File: src/rtl/jtag_pkg.sv
// Shared constants and types for the JTAG TAP register slice.
// Opcodes are given at 5 bits and zero-extended (or truncated) to IR_W where used.
package jtag_pkg;

    localparam int         IR_W_DEF   = 5;

    localparam logic [4:0] OP_IDCODE  = 5'h01;
    localparam logic [4:0] OP_BYPASS  = 5'h1F;
    localparam logic [4:0] OP_USER    = 5'h10;

    // IR capture pattern: low two bits 2'b01, upper bits zero
    localparam logic [1:0] IR_CAP_LSB = 2'b01;

    typedef enum logic [1:0] {
        DR_BYPASS,
        DR_IDCODE,
        DR_USER
    } dr_sel_t;

endpackage

File: src/rtl/jtag_dr_shift.sv
// Generic capture/shift/update data register clocked by tck.
// Priority capture > shift > update. sr[0] is the serial output bit.
// clr_n is the controller's synchronous Test-Logic-Reset indication.
module jtag_dr_shift #(
    parameter int           W       = 32,
    parameter logic [W-1:0] RST_VAL = '0
) (
    input  logic         tck,
    input  logic         trst,
    input  logic         clr_n,
    input  logic         cap,
    input  logic         shift,
    input  logic         upd,
    input  logic [W-1:0] din,
    input  logic         tdi,
    output logic         so,
    output logic [W-1:0] dout
);

    logic [W-1:0] sr_q, sr_d;
    logic [W-1:0] dout_q, dout_d;

    // next-state: load parallel data, shift LSB-first, or publish shadow
    always_comb begin
        sr_d   = sr_q;
        dout_d = dout_q;
        if (cap)        sr_d   = din;
        else if (shift) sr_d   = {tdi, sr_q[W-1:1]};
        else if (upd)   dout_d = sr_q;
    end

    // state registers, async trst and sync controller reset
    always_ff @(posedge tck or negedge trst) begin
        if (!trst) begin
            sr_q   <= RST_VAL;
            dout_q <= '0;
        end else if (!clr_n) begin
            sr_q   <= RST_VAL;
            dout_q <= '0;
        end else begin
            sr_q   <= sr_d;
            dout_q <= dout_d;
        end
    end

    assign so   = sr_q[0];
    assign dout = dout_q;

endmodule

File: src/rtl/jtag_tap_regs.sv
// IR, DR bank and TDO retiming behind an IEEE 1149.1 TAP controller.
// Optional USER data register enabled by defining JTAG_USERDR_EN.
module jtag_tap_regs
    import jtag_pkg::*;
#(
    parameter int          IR_W       = IR_W_DEF,
    parameter logic [31:0] IDCODE_VAL = 32'h1000_5FC5,
    parameter int          USER_W     = 32
) (
    input  logic              tck,
    input  logic              trst,
    input  logic              tdi,
    input  logic              reset,
    input  logic              shiftIR,
    input  logic              captureIR,
    input  logic              updateIR,
    input  logic              shiftDR,
    input  logic              captureDR,
    input  logic              updateDR,
    input  logic              select,
    input  logic              tdo_en,
    output logic [IR_W-1:0]   instr,
    input  logic [USER_W-1:0] user_din,
    output logic [USER_W-1:0] user_dout,
    output logic              user_upd,
    output logic              tdo,
    output logic              tdo_oe
);

    localparam logic [IR_W-1:0] IR_CAP   = IR_W'(IR_CAP_LSB);
    localparam logic [IR_W-1:0] OPC_IDC  = IR_W'(OP_IDCODE);

    logic [IR_W-1:0] ir_shift_q, ir_shift_d;
    logic [IR_W-1:0] instr_q, instr_d;
    logic            bypass_q, bypass_d;
    logic            tdo_q, tdo_oe_q;
    dr_sel_t         dr_sel;
    logic            dr_bit;
    logic            idcode_so;
    logic [31:0]     idcode_dout_unused;

    // IR next-state: capture pattern, LSB-first shift, or commit to instr
    always_comb begin
        ir_shift_d = ir_shift_q;
        instr_d    = instr_q;
        if (captureIR)     ir_shift_d = IR_CAP;
        else if (shiftIR)  ir_shift_d = {tdi, ir_shift_q[IR_W-1:1]};
        else if (updateIR) instr_d    = ir_shift_q;
    end

    // IR registers; reset lands on IDCODE so a mid-scan abort restores it
    always_ff @(posedge tck or negedge trst) begin
        if (!trst) begin
            ir_shift_q <= '0;
            instr_q    <= OPC_IDC;
        end else if (!reset) begin
            ir_shift_q <= '0;
            instr_q    <= OPC_IDC;
        end else begin
            ir_shift_q <= ir_shift_d;
            instr_q    <= instr_d;
        end
    end

    // instruction decode; unknown opcodes fall back to BYPASS
    always_comb begin
        dr_sel = DR_BYPASS;
        if (instr_q == OPC_IDC) dr_sel = DR_IDCODE;
`ifdef JTAG_USERDR_EN
        else if (instr_q == IR_W'(OP_USER)) dr_sel = DR_USER;
`endif
    end

    // BYPASS next-state: captures 0, otherwise a one-bit tdi delay
    always_comb begin
        bypass_d = bypass_q;
        if (dr_sel == DR_BYPASS) begin
            if (captureDR)    bypass_d = 1'b0;
            else if (shiftDR) bypass_d = tdi;
        end
    end

    // BYPASS register
    always_ff @(posedge tck or negedge trst) begin
        if (!trst)       bypass_q <= 1'b0;
        else if (!reset) bypass_q <= 1'b0;
        else             bypass_q <= bypass_d;
    end

    jtag_dr_shift #(
        .W       (32),
        .RST_VAL (IDCODE_VAL)
    ) u_idcode (
        .tck   (tck),
        .trst  (trst),
        .clr_n (reset),
        .cap   (captureDR && dr_sel == DR_IDCODE),
        .shift (shiftDR && dr_sel == DR_IDCODE),
        .upd   (1'b0),
        .din   (IDCODE_VAL),
        .tdi   (tdi),
        .so    (idcode_so),
        .dout  (idcode_dout_unused)
    );

`ifdef JTAG_USERDR_EN
    logic              user_so;
    logic              user_upd_q, user_upd_d;

    jtag_dr_shift #(
        .W       (USER_W),
        .RST_VAL ('0)
    ) u_user (
        .tck   (tck),
        .trst  (trst),
        .clr_n (reset),
        .cap   (captureDR && dr_sel == DR_USER),
        .shift (shiftDR && dr_sel == DR_USER),
        .upd   (updateDR && dr_sel == DR_USER),
        .din   (user_din),
        .tdi   (tdi),
        .so    (user_so),
        .dout  (user_dout)
    );

    // update pulse only when the update actually wins over capture/shift
    always_comb begin
        user_upd_d = updateDR && !captureDR && !shiftDR && (dr_sel == DR_USER);
    end

    // one-tck registered update strobe
    always_ff @(posedge tck or negedge trst) begin
        if (!trst)       user_upd_q <= 1'b0;
        else if (!reset) user_upd_q <= 1'b0;
        else             user_upd_q <= user_upd_d;
    end

    assign user_upd = user_upd_q;
`else
    logic unused_user_inputs;
    logic user_so;

    assign unused_user_inputs = ^{user_din, updateDR};
    assign user_so            = 1'b0;
    assign user_dout          = '0;
    assign user_upd           = 1'b0;
`endif

    // serial bit from whichever DR the instruction selects
    always_comb begin
        case (dr_sel)
            DR_IDCODE: dr_bit = idcode_so;
            DR_USER:   dr_bit = user_so;
            default:   dr_bit = bypass_q;
        endcase
    end

    // TDO retimed to the falling edge so it is stable at the next rising edge
    always_ff @(negedge tck or negedge trst) begin
        if (!trst) begin
            tdo_q    <= 1'b0;
            tdo_oe_q <= 1'b0;
        end else if (!reset) begin
            tdo_q    <= 1'b0;
            tdo_oe_q <= 1'b0;
        end else begin
            tdo_q    <= select ? ir_shift_q[0] : dr_bit;
            tdo_oe_q <= tdo_en;
        end
    end

    assign instr  = instr_q;
    assign tdo    = tdo_q;
    assign tdo_oe = tdo_oe_q;

endmodule

File: config.mk
export PLATFORM = sky130hd
export DESIGN_NAME = jtag_tap_regs
export DESIGN_NICKNAME = d
export VERILOG_FILES = /design/src/rtl/jtag_pkg.sv /design/src/rtl/jtag_dr_shift.sv /design/src/rtl/jtag_tap_regs.sv
export SDC_FILE = /design/constraint.sdc
export NUM_CORES = 1
export LEC_CHECK = 0
export CAP_MARGIN = 10
export CORE_MARGIN = 4
export CORE_UTILIZATION = 47
export DETAILED_ROUTE_END_ITERATION = 12
export HOLD_SLACK_MARGIN = 0.03
export PLACE_DENSITY = 0.8
export SLEW_MARGIN = 15
export SYNTH_ARGS = -nofsm -noshare
export SYNTH_HDL_FRONTEND = slang
export SYNTH_SLANG_ARGS = --single-unit
export TNS_END_PERCENT = 50
File: constraint.sdc
create_clock -name tck -period 1.9 [get_ports tck]
set_input_delay 0.475 -clock tck [delete_from_list [all_inputs] [get_ports tck]]
set_output_delay 0.475 -clock tck [all_outputs]
set_load 0.02 [all_outputs]
==> impl_metrics.toml <==
[power_and_ir_drop]
cellPowerDensity_mw_per_mm2 = 612.9
ir_drop_uv = 434.2
leakagePower_uw = 0.001285
finalPower_uw = 1892

[status]
status = "finished, violations left"
failed_checks = "negative setup slack"

[setup_path]
critical_path_required_ps = 1090
worstPathCellList = "or4b_4 -> o21ai_2 -> a31oi_1"
worstPathArrival_ps = 1530
r2r-end = "tdo"
r2r_cells = 3
worst-path-buf-inv = 0
path_class = "flip-flop to flip-flop"
r2r_slack_ps = -440
critPathMaxStageDelay_ps = 540
end_kind = "flip-flop"
cpLargestDelayFamily = "flip-flops"
cp_max_fo = 2
timing.rr.start = "instr[0]"
cp-start-kind = "flip-flop"
slowest_stage = "dfstp_2"

[cts]
cts_sinks = 45
clock_latency_ps = 300
cts_buffers = 5
cts_hold_buf = 0
cts-root-buf = "clkbuf_8"
h-tree-depth = 2
path_clk_slew_ps = 80
cts_tree = "yes"
clockBufferDepth = 2

[floorplanning]
core_area_mm2 = 0.005608
fp-row-count = 27
start_util_pct = 49.13
die-area_mm2 = 0.007151
die_w_um = 84.57
die_height_um = 84.57
io_pins = 84

[global_routing]
grt_antenna_before_repair = 0
grt_pass1_wl_um = 9722
grt_max_degree = 44
grt_util_all_layers_pct = 16.39
grt_pass1_vias = 2015
grt_overflow = 0

[synth]
synth_top_area_share_pct = 28.16
synth_area_leader_cell = "dfrtp_1"
synth.ff_latch_count = 45
ys_warn_count = 0
yosysSeqAreaShare_pct = 41.42
synthFlopType = "dfrtp_1"
synthDistinctLibCells = 35
avgSynthCellArea_um2 = 9.982
synth_edf_count = 0
synth_area_mm2 = 0.002755
synth_area_leaders = "dfrtp_1 28%, dfstp_2 11%, buf_4 9.0%, nor4_2 7.7%, a311o_1 7.3%"
postSynthCellCount = 276
async_reset_ff_share_pct = 100.0

[timing]
drv_slew = 0
layout_setup_ws_ps = -436.2
setup_viol = 3
fin_skew_ps = 5.607
setup_tns_ps = -1110
worst-slew-pin-transition_ps = 542.6
hold_viol_final = 0
hold_ws_ps = 293.1
slew_headroom_pct = 63.82
grt_setup_unrepaired = "yes"

[finish]
final_cells = 364
final_cell_area_mm2 = 0.003087
syn2layout_area_growth_pct = 12.03
drive_above_1_share_pct = 24.32
final_common_cell = "conb_1"
final_cell_mix = "33 x conb_1, 31 x dfrtp_1, 23 x nand2_1"
filler_cell_count = 496
antenna_cells = 0
nets = 335

[detailed_routing]
routed_via_density = 5.670
drt_wl_total_um = 5535
drtIter0Drc = 138
dr.pass1.iters = 4
drc_errors = 0
ant_nets = 0
vias = 2064
wire_per_inst_um = 15.21

[placement]
dp_hpwl_um = 3545
gp_congestion = 0.7483
dp.cells = 355
dpl-instance-area_mm2 = 0.002947
place.port_buffers = 17

[job]
max-cap-violations = 0

[worst_hold_path]
hp-class = "primary input to asynchronous set/reset pin"
registers in the layout (all words and copies together), names as in the netlist:
| name | count |
|---|---|
| tdo_oe | 1 |
| bypass_q | 1 |
| u_idcode.sr_q | 32 |
| instr | 5 |
| ir_shift_q | 5 |
| tdo | 1 |
power by group:
group / switching, uW / internal, uW
combinational: 203 / 92.3
clock: 302 / 297
sequential: 14.5 / 984
total: 519 / 1370
worst register-to-register path: stages, from the launching register on:
cell	delay, ps
dfstp_2	540
or4b_4	480
o21ai_2	130
a31oi_1	90
cell type report:
class                           count  area [um2]  share of cell area (%)
Multi-Input combinational cell    196        1379                   44.67
Sequential cell                    45        1141                   36.97
Clock buffer                        8       90.09                   2.919
Timing Repair Buffer               39       371.6                   12.04
Inverter                            4       15.01                  0.4864
Tap cell                           72       90.09                   2.919
stage by stage:
step,setup WS [ps],utilization [%]
floorplan,-707.5,-
detailed placement,-490.9,52.54
global placement,-489.8,52.54
CTS,-428.0,54.37
finish,-436.2,55.04
global route,-499.9,55.04
what timing repair did:
action                     in CTS  in global routing
setup endpoints to repair      22                 27
buffers inserted                1                  0
gates cloned                    0                  0
gates resized for setup        14                  8
logic make-up after synthesis:
family | synth area share (%)
flops | 41.42
buf+inv | 14.35
other cells | 0.1361
compound gates | 14.26
simple gates | 26.16
mux | 3.679
worst max-delay path by stage:
stage | startpoint | end | slack (ps) | cells past startpoint
floorplan | instr[0] | tdo | -710 | 5
global placement | tdo | tdo | -490 | 1
detailed placement | tdo_oe | tdo_oe | -490 | 1
CTS | instr[0] | tdo | -430 | 3
global route | instr[0] | tdo | -500 | 3
finish | instr[0] | tdo | -440 | 3
cell usage after synthesis (2+ instances only):
| cell | number |
|---|---|
| a21boi_0 | 2 |
| a21oi_1 | 9 |
| a311o_1 | 20 |
| a311oi_1 | 2 |
| a31oi_1 | 2 |
| buf_2 | 4 |
| buf_4 | 33 |
| buf_6 | 2 |
| clkbuf_1 | 23 |
| dfrtn_1 | 2 |
| dfrtp_1 | 31 |
| dfstp_2 | 12 |
| inv_1 | 4 |
| mux2i_1 | 9 |
| nand2_1 | 23 |
| nand2b_1 | 3 |
| nor2_1 | 4 |
| nor2b_1 | 4 |
| nor3_1 | 11 |
| nor3b_1 | 22 |
| nor4_1 | 15 |
| nor4_2 | 17 |
| o21ai_0 | 2 |
| o31ai_1 | 9 |
metal layers:
layer	track usage [%]	routed length, um	up-vias
li1	-	-	986
met2	28.04	2845	43
met5	0	0	-
met1	20.77	2405	1028
met3	2.650	198	7
met4	6.043	87	0
(Power assumes the default switching activity.)
